==> src/rtl/mem_stage_pkg.sv <==
// Shared definitions for the memory-access stage and its lane-alignment helper.
//   XLEN_DEF   : default datapath/address width
//   mem_size_e : load/store access size encoding (byte/half/word/double)
//   state_e    : memory-stage FSM states
package mem_stage_pkg;

  localparam int unsigned XLEN_DEF = 64;

  typedef enum logic [1:0] {
    SZ_B = 2'b00,
    SZ_H = 2'b01,
    SZ_W = 2'b10,
    SZ_D = 2'b11
  } mem_size_e;

  typedef enum logic [1:0] {
    S_IDLE,
    S_REQ,
    S_RSP,
    S_WB
  } state_e;

endpackage

==> src/rtl/mem_lane_align.sv <==
// Combinational byte-lane steering for an 8-byte-wide data memory.
//   size        : access size (mem_size_e encoding)
//   off         : byte offset within the 8-byte word (addr[2:0])
//   is_unsigned : zero-extend instead of sign-extend loads
//   store_data  : unshifted store value
//   rdata       : raw 8-byte-aligned read data
//   wmask       : byte-enable mask for a store
//   wdata       : store data shifted into its byte lanes
//   ldata       : load data shifted down and extended to XLEN
//   misaligned  : offset is not a multiple of the access size
module mem_lane_align
  import mem_stage_pkg::*;
#(
  parameter int unsigned XLEN = XLEN_DEF
) (
  input  logic [1:0]      size,
  input  logic [2:0]      off,
  input  logic            is_unsigned,
  input  logic [XLEN-1:0] store_data,
  input  logic [XLEN-1:0] rdata,
  output logic [7:0]      wmask,
  output logic [XLEN-1:0] wdata,
  output logic [XLEN-1:0] ldata,
  output logic            misaligned
);

  logic [5:0]      shamt;
  logic [XLEN-1:0] raw;
  logic            sext;

  assign shamt = {off, 3'b000};
  assign raw   = rdata >> shamt;
  assign wdata = store_data << shamt;
  assign sext  = ~is_unsigned;

  always_comb begin
    wmask      = '0;
    ldata      = '0;
    misaligned = 1'b0;
    case (size)
      SZ_B: begin
        wmask = 8'h01 << off;
        ldata = {{(XLEN-8){sext & raw[7]}}, raw[7:0]};
      end
      SZ_H: begin
        wmask      = 8'h03 << off;
        ldata      = {{(XLEN-16){sext & raw[15]}}, raw[15:0]};
        misaligned = off[0];
      end
      SZ_W: begin
        wmask      = 8'h0F << off;
        ldata      = {{(XLEN-32){sext & raw[31]}}, raw[31:0]};
        misaligned = |off[1:0];
      end
      SZ_D: begin
        wmask      = 8'hFF << off;
        ldata      = raw;
        misaligned = |off;
      end
    endcase
  end

endmodule

==> src/rtl/mem_stage.sv <==
// Memory-access pipeline stage: accepts one execute result, performs at most
// one load/store over a valid/ready data-memory port, then presents one
// registered result to write-back.
//   clk, rst                 : clock, asynchronous active-low reset
//   in_valid / in_ready      : execute-result handshake
//   alu_result .. rf_wen     : captured execute-stage fields
//   dm_req_*, dm_addr, dm_wen, dm_wdata, dm_wmask : memory request channel
//   dm_rsp_valid, dm_rdata   : memory response channel
//   wb_valid / wb_ready      : write-back handshake
//   wb_data, wb_rd, wb_wen   : write-back result
//   mem_fault                : misaligned access or response timeout
module mem_stage
  import mem_stage_pkg::*;
#(
  parameter int unsigned XLEN    = XLEN_DEF,
  parameter int unsigned TIMEOUT = 1023
) (
  input  logic            clk,
  input  logic            rst,
  input  logic            in_valid,
  output logic            in_ready,
  input  logic [XLEN-1:0] alu_result,
  input  logic [XLEN-1:0] ram_addr,
  input  logic [XLEN-1:0] store_data,
  input  logic            mem_rd,
  input  logic            mem_wr,
  input  logic [1:0]      mem_size,
  input  logic            mem_unsigned,
  input  logic [4:0]      rd,
  input  logic            rf_wen,
  output logic            dm_req_valid,
  input  logic            dm_req_ready,
  output logic [XLEN-1:0] dm_addr,
  output logic            dm_wen,
  output logic [XLEN-1:0] dm_wdata,
  output logic [7:0]      dm_wmask,
  input  logic            dm_rsp_valid,
  input  logic [XLEN-1:0] dm_rdata,
  output logic            wb_valid,
  input  logic            wb_ready,
  output logic [XLEN-1:0] wb_data,
  output logic [4:0]      wb_rd,
  output logic            wb_wen,
  output logic            mem_fault
);

  localparam int unsigned CW = $clog2(TIMEOUT + 1);

  state_e          state, state_d;
  logic [CW-1:0]   cnt, cnt_d;
  logic            capture;

  logic [XLEN-1:0] alu_q, addr_q, sd_q;
  logic [1:0]      size_q;
  logic            uns_q, rfw_q, ld_q, wr_q;
  logic [4:0]      rd_q;

  logic [XLEN-1:0] wb_data_q, wb_data_d;
  logic            wb_wen_q, wb_wen_d;
  logic            fault_q, fault_d;

  logic [1:0]      al_size;
  logic [2:0]      al_off;
  logic            al_uns;
  logic [XLEN-1:0] al_sd;
  logic [7:0]      al_wmask;
  logic [XLEN-1:0] al_wdata, al_ldata;
  logic            al_mis;

  // One aligner serves both phases: in IDLE it sees the live inputs so the
  // misalignment decision is made at accept; afterwards it sees the captured
  // instruction for request lanes and load extension.
  assign al_size = (state == S_IDLE) ? mem_size           : size_q;
  assign al_off  = (state == S_IDLE) ? ram_addr[2:0]      : addr_q[2:0];
  assign al_uns  = (state == S_IDLE) ? mem_unsigned       : uns_q;
  assign al_sd   = (state == S_IDLE) ? store_data         : sd_q;

  mem_lane_align #(.XLEN(XLEN)) u_align (
    .size        (al_size),
    .off         (al_off),
    .is_unsigned (al_uns),
    .store_data  (al_sd),
    .rdata       (dm_rdata),
    .wmask       (al_wmask),
    .wdata       (al_wdata),
    .ldata       (al_ldata),
    .misaligned  (al_mis)
  );

  always_ff @(posedge clk or negedge rst) begin
    if (!rst) begin
      state <= S_IDLE;
      cnt   <= '0;
    end else begin
      state <= state_d;
      cnt   <= cnt_d;
    end
  end

  always_comb begin
    state_d   = state;
    cnt_d     = cnt;
    capture   = 1'b0;
    wb_data_d = wb_data_q;
    wb_wen_d  = wb_wen_q;
    fault_d   = fault_q;
    case (state)
      S_IDLE: begin
        if (in_valid) begin
          capture = 1'b1;
          if (!mem_rd && !mem_wr) begin
            wb_data_d = alu_result;
            wb_wen_d  = rf_wen;
            fault_d   = 1'b0;
            state_d   = S_WB;
          end else if (al_mis) begin
            wb_data_d = ram_addr;
            wb_wen_d  = 1'b0;
            fault_d   = 1'b1;
            state_d   = S_WB;
          end else begin
            state_d = S_REQ;
          end
        end
      end
      S_REQ: begin
        if (dm_req_ready) begin
          cnt_d   = '0;
          state_d = S_RSP;
        end
      end
      S_RSP: begin
        if (dm_rsp_valid) begin
          wb_data_d = ld_q ? al_ldata : alu_q;
          wb_wen_d  = ld_q & rfw_q;
          fault_d   = 1'b0;
          state_d   = S_WB;
        end else if (cnt == CW'(TIMEOUT - 1)) begin
          wb_data_d = addr_q;
          wb_wen_d  = 1'b0;
          fault_d   = 1'b1;
          state_d   = S_WB;
        end else begin
          cnt_d = cnt + 1'b1;
        end
      end
      S_WB: begin
        if (wb_ready) state_d = S_IDLE;
      end
      default: state_d = S_IDLE;
    endcase
  end

  always_ff @(posedge clk or negedge rst) begin
    if (!rst) begin
      alu_q     <= '0;
      addr_q    <= '0;
      sd_q      <= '0;
      size_q    <= '0;
      uns_q     <= 1'b0;
      rd_q      <= '0;
      rfw_q     <= 1'b0;
      ld_q      <= 1'b0;
      wr_q      <= 1'b0;
      wb_data_q <= '0;
      wb_wen_q  <= 1'b0;
      fault_q   <= 1'b0;
    end else begin
      if (capture) begin
        alu_q  <= alu_result;
        addr_q <= ram_addr;
        sd_q   <= store_data;
        size_q <= mem_size;
        uns_q  <= mem_unsigned;
        rd_q   <= rd;
        rfw_q  <= rf_wen;
        ld_q   <= mem_rd;
        wr_q   <= mem_wr;
      end
      wb_data_q <= wb_data_d;
      wb_wen_q  <= wb_wen_d;
      fault_q   <= fault_d;
    end
  end

  // Gated by rst so the stage never advertises readiness while held in reset.
  assign in_ready     = rst && (state == S_IDLE);
  assign dm_req_valid = (state == S_REQ);
  assign dm_addr      = dm_req_valid ? {addr_q[XLEN-1:3], 3'b000} : '0;
  assign dm_wen       = dm_req_valid & wr_q;
  assign dm_wmask     = dm_wen ? al_wmask : '0;
  assign dm_wdata     = dm_wen ? al_wdata : '0;

  assign wb_valid  = (state == S_WB);
  assign wb_data   = wb_data_q;
  assign wb_rd     = rd_q;
  assign wb_wen    = wb_wen_q;
  assign mem_fault = fault_q;

endmodule

==> config.mk <==
export PLATFORM = sky130hd
export DESIGN_NAME = mem_stage
export DESIGN_NICKNAME = d
export VERILOG_FILES = /design/src/rtl/mem_stage_pkg.sv /design/src/rtl/mem_lane_align.sv /design/src/rtl/mem_stage.sv
export SDC_FILE = /design/constraint.sdc
export NUM_CORES = 1
export LEC_CHECK = 0
export CORE_MARGIN = 2
export CORE_UTILIZATION = 35
export CTS_BUF_LIST = sky130_fd_sc_hd__clkbuf_8
export CTS_CLUSTER_SIZE = 30
export DETAILED_ROUTE_END_ITERATION = 8
export PLACE_DENSITY = 0.67
export SLEW_MARGIN = 0
export SYNTH_ARGS = -nofsm -noshare
export SYNTH_HDL_FRONTEND = slang
export SYNTH_SLANG_ARGS = --single-unit
==> constraint.sdc <==
create_clock -name clk -period 3.7 [get_ports clk]
set_clock_uncertainty 0.15 [all_clocks]
set_input_delay 0.74 -clock clk [delete_from_list [all_inputs] [get_ports clk]]
set_output_delay 0.74 -clock clk [all_outputs]
set_load 0.05 [all_outputs]
# Yosys cells after proc, flatten, opt, wreduce, memory -nomap -nowiden
# Index checks and enable logic that the tools add are counted.
[totals] regBits=281 inputBits=273 output_inout_bits=211 word_cells=97
[classes] add_sub_neg=1 n_eq_ne=14 shifts=6 n_mux=43 n_bitwise=6 reduce_logical=13
[op_table] operator="$mux W64" count=9
[op_table] operator="$pmux W64 S4" count=1
[op_table] operator="$pmux W64 S2" count=1
[op_table] operator="$shl A64 B6 Y64" count=1
[op_table] operator="$shr A64 B6 Y64" count=1
[op_table] operator="$pmux W8 S4" count=1
[op_table] operator="$mux W10" count=3
[op_table] operator="$pmux W10 S2" count=1
[op_table] operator="$mux W2" count=8
[op_table] operator="$mux W1" count=13
[op_table] operator="$reduce_and A4 Y1" count=3
[op_table] operator="$add A10 B1 Y10 const B" count=1
[op_table] operator="$eq A10 B10 Y1 const B" count=1
[op_table] operator="$eq A2 B2 Y1 const B" count=4
[op_table] operator="$mux W8" count=1
[op_table] operator="$pmux W2 S4" count=1
[op_table] operator="$shl A1 B3 Y8 const A" count=1
[op_table] operator="$shl A2 B3 Y8 const A" count=1
[op_table] operator="$shl A4 B3 Y8 const A" count=1
[op_table] operator="$shl A8 B3 Y8 const A" count=1
[op_table] operator="$ne A2 B2 Y1 const B" count=3
[op_table] operator="$and A1 B1 Y1" count=5
[op_table] operator="$eq A2 B1 Y1 const B" count=2
[op_table] operator="$logic_not A2 Y1" count=2
[op_table] operator="other kinds (12)" count=17

# Longest topological paths before layout
# Gate-level depths: netlist of the first run.
[logic_depth] word_depth=8 mapped_depth=12

# Hierarchy
# A second synthesis of the first run with hierarchy kept.
[hier_totals] cells_unflattened=1784 area_unflattened_um2=19199.7
[by_module_without_submodules] module="mem_stage" n_inst=1 cells_per_inst=1277 area_each_um2=15363.5 seq_area_each_um2=7031.7
[by_module_without_submodules] module="mem_lane_align" n_inst=1 cells_per_inst=507 area_each_um2=3836.2 seq_area_each_um2=0.0

# Least setup slack after synthesis of the first run
# OpenSTA, ideal clock, no wires.
[synth_timing] kind="input to output" startpoint="input ram_addr[0]" endpoint="output dm_wdata[52]" arrival_ps=3525 setup_slack_ps=-715 cell_stages=7 path_buffers=3 path_cell_list="buf_1 clkbuf_1 clkbuf_1 mux2i_1 a21oi_1 a22oi_1 a211oi_1"
[synth_via] elab_chain_cells=3
[synth_lines] element="start, declared" line="mem_stage.sv:23" rtl="input logic [XLEN-1:0] ram_addr,"
[synth_lines] element="$mux W3" line="mem_stage.sv:74" rtl="assign al_off = (state == S_IDLE) ? ram_addr[2:0] : addr_q[2:0];"
[synth_lines] element="$shl A64 B6 Y64" line="mem_lane_align.sv:33" rtl="assign wdata = store_data << shamt;"
[synth_lines] element="$mux W64" line="mem_stage.sv:192" rtl="assign dm_wdata = dm_wen ? al_wdata : '0;"
[synth_lines] element="end, declared" line="mem_stage.sv:35" rtl="output logic [XLEN-1:0] dm_wdata,"
# No other way between the ends.

# Worst setup path in the final report of the first run
[layout_timing] startpoint="register state[1]" endpoint="output dm_wdata[60]"
[layout_via] elab_chain_cells=4 word_cells_on_any_way=7 classes_between="1 x eq/ne; 1 x shift; 3 x mux; 1 x bitwise; 1 x reduce/logical"
[layout_lines] element="start, declared" line="mem_stage.sv:49" rtl="state_e state, state_d;"
[layout_lines] element="start signal, assigned" line="mem_stage.sv:95" rtl="state <= state_d;"
[layout_lines] element="$logic_not A2 Y1" line="mem_stage.sv:74, mem_stage.sv:76"
[layout_lines] element="$mux W64 or $mux W3 (tied branches)" line="mem_stage.sv:76, mem_stage.sv:74"
[layout_lines] element="$shl A64 B6 Y64" line="mem_lane_align.sv:33"
[layout_lines] element="$mux W64 (*)" line="mem_stage.sv:192"
# Every way passes the cells marked *; elsewhere a longest branch is shown, timed or not.

==> impl_metrics.toml, run 1 <==
[run_status]
outcome = "finished with violations"
failed_checks = "negative setup slack"

[pwr]
irDropWorstVdd_mv = 0.564
p_switching_w = 0.0148
combinational_fraction_of_design_power_pct = 69.7
share_clk_of_total_power_pct = 11.1
fin_total_pwr_w = 0.0300
seq_power_share_pct = 19.2
power_density_of_the_placed_cells_nw_per_um2 = 1060
cellLeakagePower_nw = 11.9
netSwitchingFraction_pct = 49.3
internal_power_w = 0.0152

[synth]
mappedNetlistArea_um2 = 18600
seq_area_frac_synth_pct = 37.7
postSynthCellCount = 2001
synth_edf_count = 0
yosysWarnings = 0
post_synth_main_area_contributors = "dfrtp_1 38%, mux2_2 16%, mux2i_1 11%"
synthDistinctLibCells = 58
synth_area_per_cell_um2 = 9.31
ys_dominant_reg_cell = "dfrtp_1"
synth.ff_latch_count = 281
synth.largest_area_cell = "dfrtp_1"
synthArstFlopShare_pct = 100
synth_largest_type_area_fraction_pct = 37.7

[drt]
wl_per_cell_um = 25.1
drcViolationCount = 0
totalWireLength_um = 82100
detailroute.via_count = 18710
detailedRoute.firstPassIterationCount = 5
route.antenna.remaining_nets = 0
routed_via_density = 5.72
drt-initial-drc-count = 1369

[layout]
drive_above_1_share_pct = 30.6
finish.net_count = 2820
area_growth_pct = 51.9

[global_route]
antenna_found_initial = 16
grt_start_max_net_pins = 132
grt_pass1_vias = 19074
grt.total_usage_pct = 28.7
wire_length_of_the_first_global_routing_pass_um = 122000
grt.overflow.total = 0

[cts]
clk_path_buf_depth = 3
htree_num_levels = 2
tritoncts = "done"
cts.sinks = 281
root_buffer = "clkbuf_8"
clkLatencyLatePin_ps = 630
cts.reportedPaths.clkPinSlew_ps = 60
cts_made_buffers = 51

[worst_setup_path]
arrival_ps = 2820
cp_slowest_stage_delay_ps = 390
worstSetupPathType = "reg -> out"
critical_path_buf_inv_count = 5
worst-endpoint-required_ps = 2810
crit_path_top_delay_cell = "dfrtp_1"
critical_path.max_fanout = 12
critical_path.endpoint_type = "primary output"
cpLargestDelayFamily = "compound AO/OA/AOI/OAI gates"
cells_along_the_critical_path = "inv_2, ha_4, buf_12, buf_16, buf_6, a211oi_1, a21oi_1, a21oi_2, a211oi_4, buf_12"
critPathLaunchType = "register"
crit_path_frequent_cell = "buf_12"

[sta]
final_min_period_over_clock_period_pct = 100
setup_violations = 2
drv_slew = 0
report.final.hold_viol_count = 0
max_clock_freq_ghz = 0.270
worst_hold_slack_ps = 345
timing.final.crit_period_ps = 3710
final.setup.worst_slack_ps = -5.32
rsz_0062_raised_after_global_routing = "true"
timing_worst_slew_pin_value_ps = 1100
worst_slew_margin_rel_pct = 25.9

[place]
detailedPlacementHpwl_um = 60000
place_congestion = 0.944
io_buffer_count = 480

[floorplan]
fp.coreArea_um2 = 52600
dieWidth_um = 235
starting_density_of_the_core_pct = 35.5
die_h_um = 235
floorplan.rows = 84
floorplan.die_area_um2 = 55100
pin_count = 484

[flow_run]
maxCapViolations = 0

[worst_hold_path]
holdCritPathClass = "reg -> reg"
-- registers in the layout, indices dropped and copies added, names as in the netlist, 2 cells and up --
name     count
cnt         10
sd_q        64
wb_data     64
addr_q      64
alu_q       64
size_q       2
state        2
wb_rd        5
-- tightest hold or removal path, delay by kind of cell, from the launching register on --
kind / cells / cell delay, ps
flip-flops: 1 / 340
multiplexers: 1 / 60
AND/OR/NAND/NOR: 1 / 60
-- metal layers --
metal / part of all wire, % / track usage, % / up-vias
li1: - / - / 8324
met3: 7.9 / 7.58 / 154
met5: 0.17 / 0 / -
met4: 3.4 / 9.46 / 22
met2: 49 / 48.8 / 797
met1: 40 / 35.4 / 9413
-- power by group through the flow --
stage,sequential [W],clock (W),combinational (W)
after floorplan,0.00674,0,0.0104
after global placement,0.00573,0,0.0187
after detailed placement,0.00582,0,0.0189
after CTS,0.00571,0.00339,0.0203
after global routing,0.00591,0.00354,0.0220
final,0.00575,0.00332,0.0209
-- cells in the mapped netlist (8+ instances only) --
master and number:
and3_1 24, nor2_1 158, a21oi_1 95, buf_1 16, dfrtp_1 281, buf_2 11, a31o_2 8, a22oi_1 23
nand3_1 18, mux2i_1 206, o31ai_1 33, mux4_2 8, mux2_2 260, o211ai_1 10, nand2_1 213, a211oi_1 85
o21ai_0 161, nor2b_1 33, and2_1 63, nor3_1 28, clkbuf_1 147, nor4_1 33, nor3b_1 8
-- what timing repair did --
action / CTS / global route
gates resized for setup: 163 / 62
pin swaps: 34 / 21
gates cloned: 8 / 3
setup buffers: 24 / 8
hold endpoints to repair: 37 / 0
hold buffers: 1 / 0
endpoints found under the setup margin: 118 / 53
-- path summary, 6_finish.rpt --
path / from / depth (start not counted) / end / slack [ps]
min in group asynchronous: rst / 2 / sd_q[62] / 450
hold reg to reg: wb_data[0] / 2 / wb_data[0] / 340
hold / removal: wb_data[0] / 2 / wb_data[0] / 340
setup / recovery: state[1] / 10 / dm_wdata[60] / -5
setup reg to reg: state[1] / 12 / wb_data[17] / 90
max in group asynchronous: rst / 3 / ld_q / 1660
-- area by class of cell --
type	count	area, um^2
Fill cell	4737	24200
Multi-Input combinational cell	1536	11800
Timing Repair Buffer	664	7410
Sequential cell	281	7040
Clock buffer	68	936
Tap cell	688	861
Clock inverter	23	208
Inverter	7	26.3
Antenna cell	6	15.0
-- cell usage in the layout (no fill, tap or decap), types with 8 or more instances in the layout --
cell             Yosys  layout
buf_4                4     139
mux2_2             260     252
buf_12               0      93
inv_1                7      16
nor2_1             158     115
mux2_4               0       8
nor2b_1             33      32
nand3_1             18      18
nor4_1              33      33
a211oi_2             0      22
o31ai_1             33      33
clkbuf_8             0      68
a22oi_1             23      16
o21ai_1              1      10
dfrtp_1            281     279
mux2i_1            206     203
and3_1              24      24
buf_6                1      13
a31o_2               8       8
a21oi_2              0      36
o21ai_0            161     148
a211oi_1            85      48
mux4_2               8       8
nand2_1            213     208
nor2_2               0      37
nor3_1              28      13
a211oi_4             0      15
nor3_2               0      13
a21oi_1             95      53
dlygate4sd2_1        0      46
o211ai_1            10      10
clkdlybuf4s50_1      0     357
and2_1              63      63
-- cell families after synthesis --
family / after synthesis / share of synthesized area (%)
AOI/OAI and AO/OA: 457 / 15.2
xor gates and xnor gates: 6 / 0.282
adders and majority gates: 6 / 0.403
buffers and inverters: 186 / 3.94
DFF: 281 / 37.7
muxes: 474 / 27.8
other: 1 / 0.0201
and+or+nand+nor: 590 / 14.6
-- stage by stage --
| step | cell area [um^2] | setup TNS, ps | cells | util, % | setup slack [ps] |
|---|---|---|---|---|---|
| 2_1_floorplan | 18900 | -2760 | 2003 | - | -158 |
| 3_3_place_gp | 26000 | -1520 | 3135 | 49.5 | -159 |
| 3_5_place_dp | 26000 | -3380 | 3135 | 49.5 | -200 |
| 4_1_cts | 28000 | -359 | 3259 | 53.2 | -72.9 |
| 5_1_grt | 28300 | -1560 | 3270 | 53.8 | -100 |
| 6_report | 28300 | -8.68 | 3273 | 53.9 | -5.32 |
(Power assumes the default switching activity.)
==> inputs of run 2 (changes only) <==
--- a/config.mk
+++ b/config.mk
@@ -10,6 +10,7 @@
 export CTS_BUF_LIST = sky130_fd_sc_hd__clkbuf_8
 export CTS_CLUSTER_SIZE = 30
 export DETAILED_ROUTE_END_ITERATION = 8
+export GPL_TIMING_DRIVEN = 0
 export PLACE_DENSITY = 0.67
 export SLEW_MARGIN = 0
 export SYNTH_ARGS = -nofsm -noshare
==> run 2 against run 1 <==
Clock-buffer cell count fell by 3. Wire length rose by 17%. Via count rose by 6.8%. Worst setup slack got worse by 240 ps. Sequential cell count did not move. Critical path depth rose by 4. Final area rose by 5.4%. Largest cell class unchanged. Final cell count rose by 3.7%. The run still ends with negative setup slack left. Combinational power rose by 17%. Register-to-register slack got worse by 50 ps. Sequential share of layout area fell by 1.3 points. Non-clock buffer count rose by 117.
==> impl_metrics.toml, run 2 (synthesis gave the netlist of run 1 again) <==
[drt]
routed_via_density = 5.89
detailroute.via_count = 19977
route.antenna.remaining_nets = 0
totalWireLength_um = 95700
drcViolationCount = 0
drt-initial-drc-count = 1698
detailedRoute.firstPassIterationCount = 7
wl_per_cell_um = 28.2

[layout]
most-common-layout-cells = "343 x clkdlybuf4s50_1, 280 x dfrtp_1, 252 x mux2_2"
finish.net_count = 2936
fill_cells = 4506
drive_above_1_share_pct = 35.2
area_growth_pct = 60.2
layout_commonest_cell = "clkdlybuf4s50_1"

[floorplan]
floorplan.rows = 84
starting_density_of_the_core_pct = 35.5
fp.coreArea_um2 = 52600
floorplan.die_area_um2 = 55100
die_h_um = 235
pin_count = 484
dieWidth_um = 235

[cts]
root_buffer = "clkbuf_8"
clk_path_buf_depth = 3
cts.reportedPaths.clkPinSlew_ps = 60
cts.sinks = 281
tritoncts = "done"
cts_made_buffers = 49
clkLatencyLatePin_ps = 630
htree_num_levels = 2

[sta]
rsz_0062_raised_after_global_routing = "true"
final_min_period_over_clock_period_pct = 107
final.setup.worst_slack_ps = -247
fin_setup_tns_ps = -5280
drv_slew = 0
worst_slew_margin_rel_pct = 23.8
timing.final.crit_period_ps = 3950
timing_worst_slew_pin_value_ps = 1140
max_clock_freq_ghz = 0.253
setup_violations = 58
report.final.hold_viol_count = 0

[worst_hold_path]
min_to = "sd_q[57]"
min_path_cells = 1
holdCritStartpoint = "sd_q[57]"
holdCritPathClass = "reg -> reg"

[global_route]
grt.overflow.total = 0
grt.total_usage_pct = 33.3
wire_length_of_the_first_global_routing_pass_um = 138000
antenna_found_initial = 21
grt_pass1_vias = 20368
grt_start_max_net_pins = 119

[pwr]
irDropWorstVdd_mv = 0.513
fin_total_pwr_w = 0.0333
cellLeakagePower_nw = 12.4
power_density_of_the_placed_cells_nw_per_um2 = 1120

[worst_setup_path]
crit_path_frequent_cell = "buf_8"
critical_path.endpoint_type = "primary output"
r2r_end = "wb_data[21]"
cells_along_the_critical_path = "inv_2, ha_4, buf_8, buf_8, clkbuf_16, buf_16, clkbuf_16, buf_8, buf_4, a211oi_2, a211oi_4, nor3_4, a211oi_2, buf_6"
reg2reg_slack_ps = 40
critPathLaunchType = "register"
crit_path_top_delay_cell = "dfrtp_1"
critical_path.max_fanout = 6
arrival_ps = 3060
critical_path.reg2reg.startpoint = "state[0]"
worst-endpoint-required_ps = 2810
worstSetupPathType = "reg -> out"
cp_slowest_stage_delay_ps = 400
reg2reg_depth = 13

[place]
io_buffer_count = 480
detailedPlacementHpwl_um = 70900
place_congestion = 0.966

[run_status]
outcome = "finished with violations"
failed_checks = "negative setup slack"

[flow_run]
maxCapViolations = 0
## run 2: changes by cell type in the layout (fill, tap and decap cells not counted), sizes merged, moves of 2 or more
cell and change:
dlygate4sd2 -14, clkinv -4, bufinv -3, bufbuf -2, inv +4, clkdlybuf4s15 +20, diode +6, clkinvlp +2
clkdlybuf4s50 -14, clkbuf +148, buf -25
## run 2: report_power, final
group / internal (W) / leakage (nW) / switching (W) / total (W)
Sequential: 0.00465 / 3.35 / 0.00116 / 0.00581
Combinational: 0.00987 / 8.46 / 0.0146 / 0.0245
Clock: 0.00163 / 0.579 / 0.00139 / 0.00302
## run 2: repair_timing
item,in CTS,in global routing
setup endpoints to repair,230,147
hold buffers,1,0
hold endpoints to repair,63,0
resized for setup,1155,190
gates cloned,19,3
pin swaps,118,75
buffers inserted,74,42
## run 2: routing by layer
layer | up-vias | GRT usage [%] | part of all wire (%)
met1 | 9987 | 40.9 | 38
met4 | 18 | 16.2 | 5.9
li1 | 8532 | - | -
met5 | - | 0 | 0.12
met3 | 292 | 8.16 | 8.8
met2 | 1148 | 54.7 | 47
## run 2: worst max-delay path by stage
stage	start	endpoint	cells after the start
after global routing	state[0]	dm_wdata[54]	13
after detailed placement	ram_addr[2]	dm_wdata[46]	8
after global placement	rst	addr_q[53]	1
after floorplan	state[0]	dm_wdata[62]	10
final	state[0]	dm_wdata[49]	14
after CTS	state[1]	dm_wdata[54]	13
## run 2: worst max-delay path: cells and delay by family (launching register included)
| family | cells | cell delay (ps) |
|---|---|---|
| buffers and inverters | 9 | 1200 |
| AOI/OAI and AO/OA | 3 | 530 |
| DFF | 1 | 400 |
| adders and majority gates | 1 | 180 |
| and+or+nand+nor | 1 | 90 |
## run 2: per-stage QoR
step                hold WS [ps]  util (%)  worst slack [ps]  std cells  cell area, um^2
floorplan                    294         -              -158       2003            18900
global placement             330      46.8            -10880       3171            24600
detailed placement           337      46.9             -2300       3173            24600
CTS                          351      55.4              -201       3353            29100
global route                 369      56.8              -265       3388            29800
finish                       345      56.8              -247       3393            29800
## run 2: cell type report
class                      instances  area, um^2  area share [%]
clock buffer                      65         895            3.00
inverter                           7        26.3          0.0881
multi-input combinational       1537       13000            43.6
antenna                           12        30.0           0.101
tap                              688         861            2.88
timing repair buffer             609        6210            20.8
sequential                       281        7030            23.6
clock inverter                    22         120           0.403
buffer                           172        1660            5.55
==> inputs of run 3 (changes only) <==
--- a/config.mk
+++ b/config.mk
@@ -10,8 +10,9 @@
 export CTS_BUF_LIST = sky130_fd_sc_hd__clkbuf_8
 export CTS_CLUSTER_SIZE = 30
 export DETAILED_ROUTE_END_ITERATION = 8
+export DONT_BUFFER_PORTS = 1
 export GPL_TIMING_DRIVEN = 0
-export PLACE_DENSITY = 0.67
+export PLACE_DENSITY = 0.55
 export SLEW_MARGIN = 0
 export SYNTH_ARGS = -nofsm -noshare
 export SYNTH_HDL_FRONTEND = slang
==> constraint.sdc (replaced) <==
create_clock -name clk -period 4.3 [get_ports clk]
set_clock_uncertainty 0.15 [all_clocks]
set_input_delay 0.86 -clock clk [delete_from_list [all_inputs] [get_ports clk]]
set_output_delay 0.86 -clock clk [all_outputs]
set_load 0.05 [all_outputs]
==> run 3 against run 2 <==
The flow finishes with violations (negative hold slack). Clock-buffer cell count increased by 12. Worst setup slack better by 280 ps. Final area decreased by 25%. Worst hold slack got worse by 590 ps. Register-to-register slack better by 140 ps.
==> impl_metrics.toml, run 3 (synthesis gave the netlist of run 1 again) <==
[worst_setup_path]
crit_path_top_delay_cell = "a211oi_4"
cp_slowest_stage_delay_ps = 570
arrival_ps = 3250
critical_path_buf_inv_count = 3
critical_path.endpoint_type = "primary output"
cpLargestDelayFamily = "buffers and inverters"
worstSetupPathType = "in -> out"
critPathLaunchType = "input pin"
critical_path.max_fanout = 10
worst-endpoint-required_ps = 3290
cells_along_the_critical_path = "buf_2, clkbuf_2, buf_2, mux2i_1, a211oi_4, nor3_2, a211oi_4"

[layout]
stdcell_area_um2 = 22500
drive_above_1_share_pct = 29.1
most-common-layout-cells = "279 x dfrtp_1, 257 x mux2_2, 211 x nand2_1"
area_growth_pct = 20.7
finish.net_count = 2353
layout_commonest_cell = "dfrtp_1"
instances_no_fill = 2813

[place]
detailedPlacementHpwl_um = 68100
place_congestion = 0.993
place.detailed.instances = 2691
placed_cell_area_um2 = 19600
io_buffer_count = 0

[floorplan]
dieWidth_um = 235
die_h_um = 235
floorplan.die_area_um2 = 55100
floorplan.rows = 84
starting_density_of_the_core_pct = 35.5
pin_count = 484
fp.coreArea_um2 = 52600

[global_route]
grt.overflow.total = 0
antenna_found_initial = 8
grt_pass1_vias = 17264
grt_start_max_net_pins = 283
grt.total_usage_pct = 30.7
wire_length_of_the_first_global_routing_pass_um = 125000

[pwr]
irDropWorstVdd_mv = 0.506
power_density_of_the_placed_cells_nw_per_um2 = 1050
cellLeakagePower_nw = 9.14

[run_status]
failed_checks = "negative hold slack"
outcome = "finished with violations"

[flow_run]
maxCapViolations = 0

[cts]
clkLatencyLatePin_ps = 650
tritoncts = "done"
clk_path_buf_depth = 3
htree_num_levels = 2
cts_made_buffers = 55
cts.sinks = 281
cts.reportedPaths.clkPinSlew_ps = 60
root_buffer = "clkbuf_8"

[sta]
report.final.hold_viol_count = 281
timing_worst_slew_pin_value_ps = 1310
worst_hold_slack_ps = -242
drv_slew = 0
setup_violations = 0
max_clock_freq_ghz = 0.235
rsz_0062_raised_after_global_routing = "false"
timing.final.crit_period_ps = 4260
worst_slew_margin_rel_pct = 11.6
final_min_period_over_clock_period_pct = 99.2

[drt]
drcViolationCount = 0
routed_via_density = 6.00
totalWireLength_um = 87600
drt-initial-drc-count = 1360
detailedRoute.firstPassIterationCount = 5
detailroute.via_count = 16887
route.antenna.remaining_nets = 0
wl_per_cell_um = 31.1

[worst_hold_path]
holdCritPathClass = "in -> async"
[run 3: stage by stage]
stage,util [%],setup WS [ps],power (W),TNS (ps)
6_report,42.8,35.7,0.0237,0
5_1_grt,42.8,6.64,0.0247,0
4_1_cts,42.6,1.45,0.0234,0
3_5_place_dp,37.3,-1710,0.0184,-77370
3_3_place_gp,37.3,-1620,0.0182,-73890
2_1_floorplan,-,81.4,0.0145,0
[run 3: layout make-up]
type | instances | area (um^2)
inverter | 7 | 33.8
timing repair buffer | 16 | 120
sequential | 281 | 7030
multi-input combinational | 1536 | 11900
clock buffer | 77 | 1060
fill | 5180 | 30100
antenna | 8 | 20.0
clock inverter | 23 | 263
buffer | 177 | 1150
tap | 688 | 861
[run 3: power breakdown]
part	switching, W	leakage (nW)	internal, W
registers	0.00227	3.35	0.00397
clock network	0.00129	0.718	0.00195
logic	0.00939	5.07	0.00483
total	0.0129	9.14	0.0108
[run 3: worst register-to-register path, delay by kind of cell (launching register included)]
kind                       cells  cell delay, ps
muxes                          1             290
adders and majority gates      1             170
AOI/OAI and AO/OA              2            1280
and+or+nand+nor                3             460
DFF                            1             410
buffers and inverters          5            1280
[run 3: path summary, 6_finish.rpt]
check,start,end,slack [ps],depth (start not counted)
worst max-delay path,ram_addr[0],dm_wdata[49],40,7
worst min-delay path,rst,alu_q[56],-240,0
worst max register to register,state[0],wb_data[4],180,12
worst min register to register,alu_q[28],alu_q[28],350,1
max in group asynchronous,rst,alu_q[11],3730,0
min in group clk,ram_addr[59],addr_q[59],200,1
[run 3: per-layer routing]
metal  part of all wire, %  wire, um  GRT usage (%)  vias up
li1                      -         -              -     7399
met1                    37     32700           35.3     8502
met2                    49     42500           52.4      825
met3                    10      9130           11.5      155
met4                   3.6      3180           10.6        6
met5                 0.051        45              0        -
[run 3: repair_timing]
action,4_1_cts,5_1_grt
resized for setup,353,30
buffers inserted,12,4
pin swaps,37,20
setup endpoints to repair,173,38
hold endpoints to repair,281,281
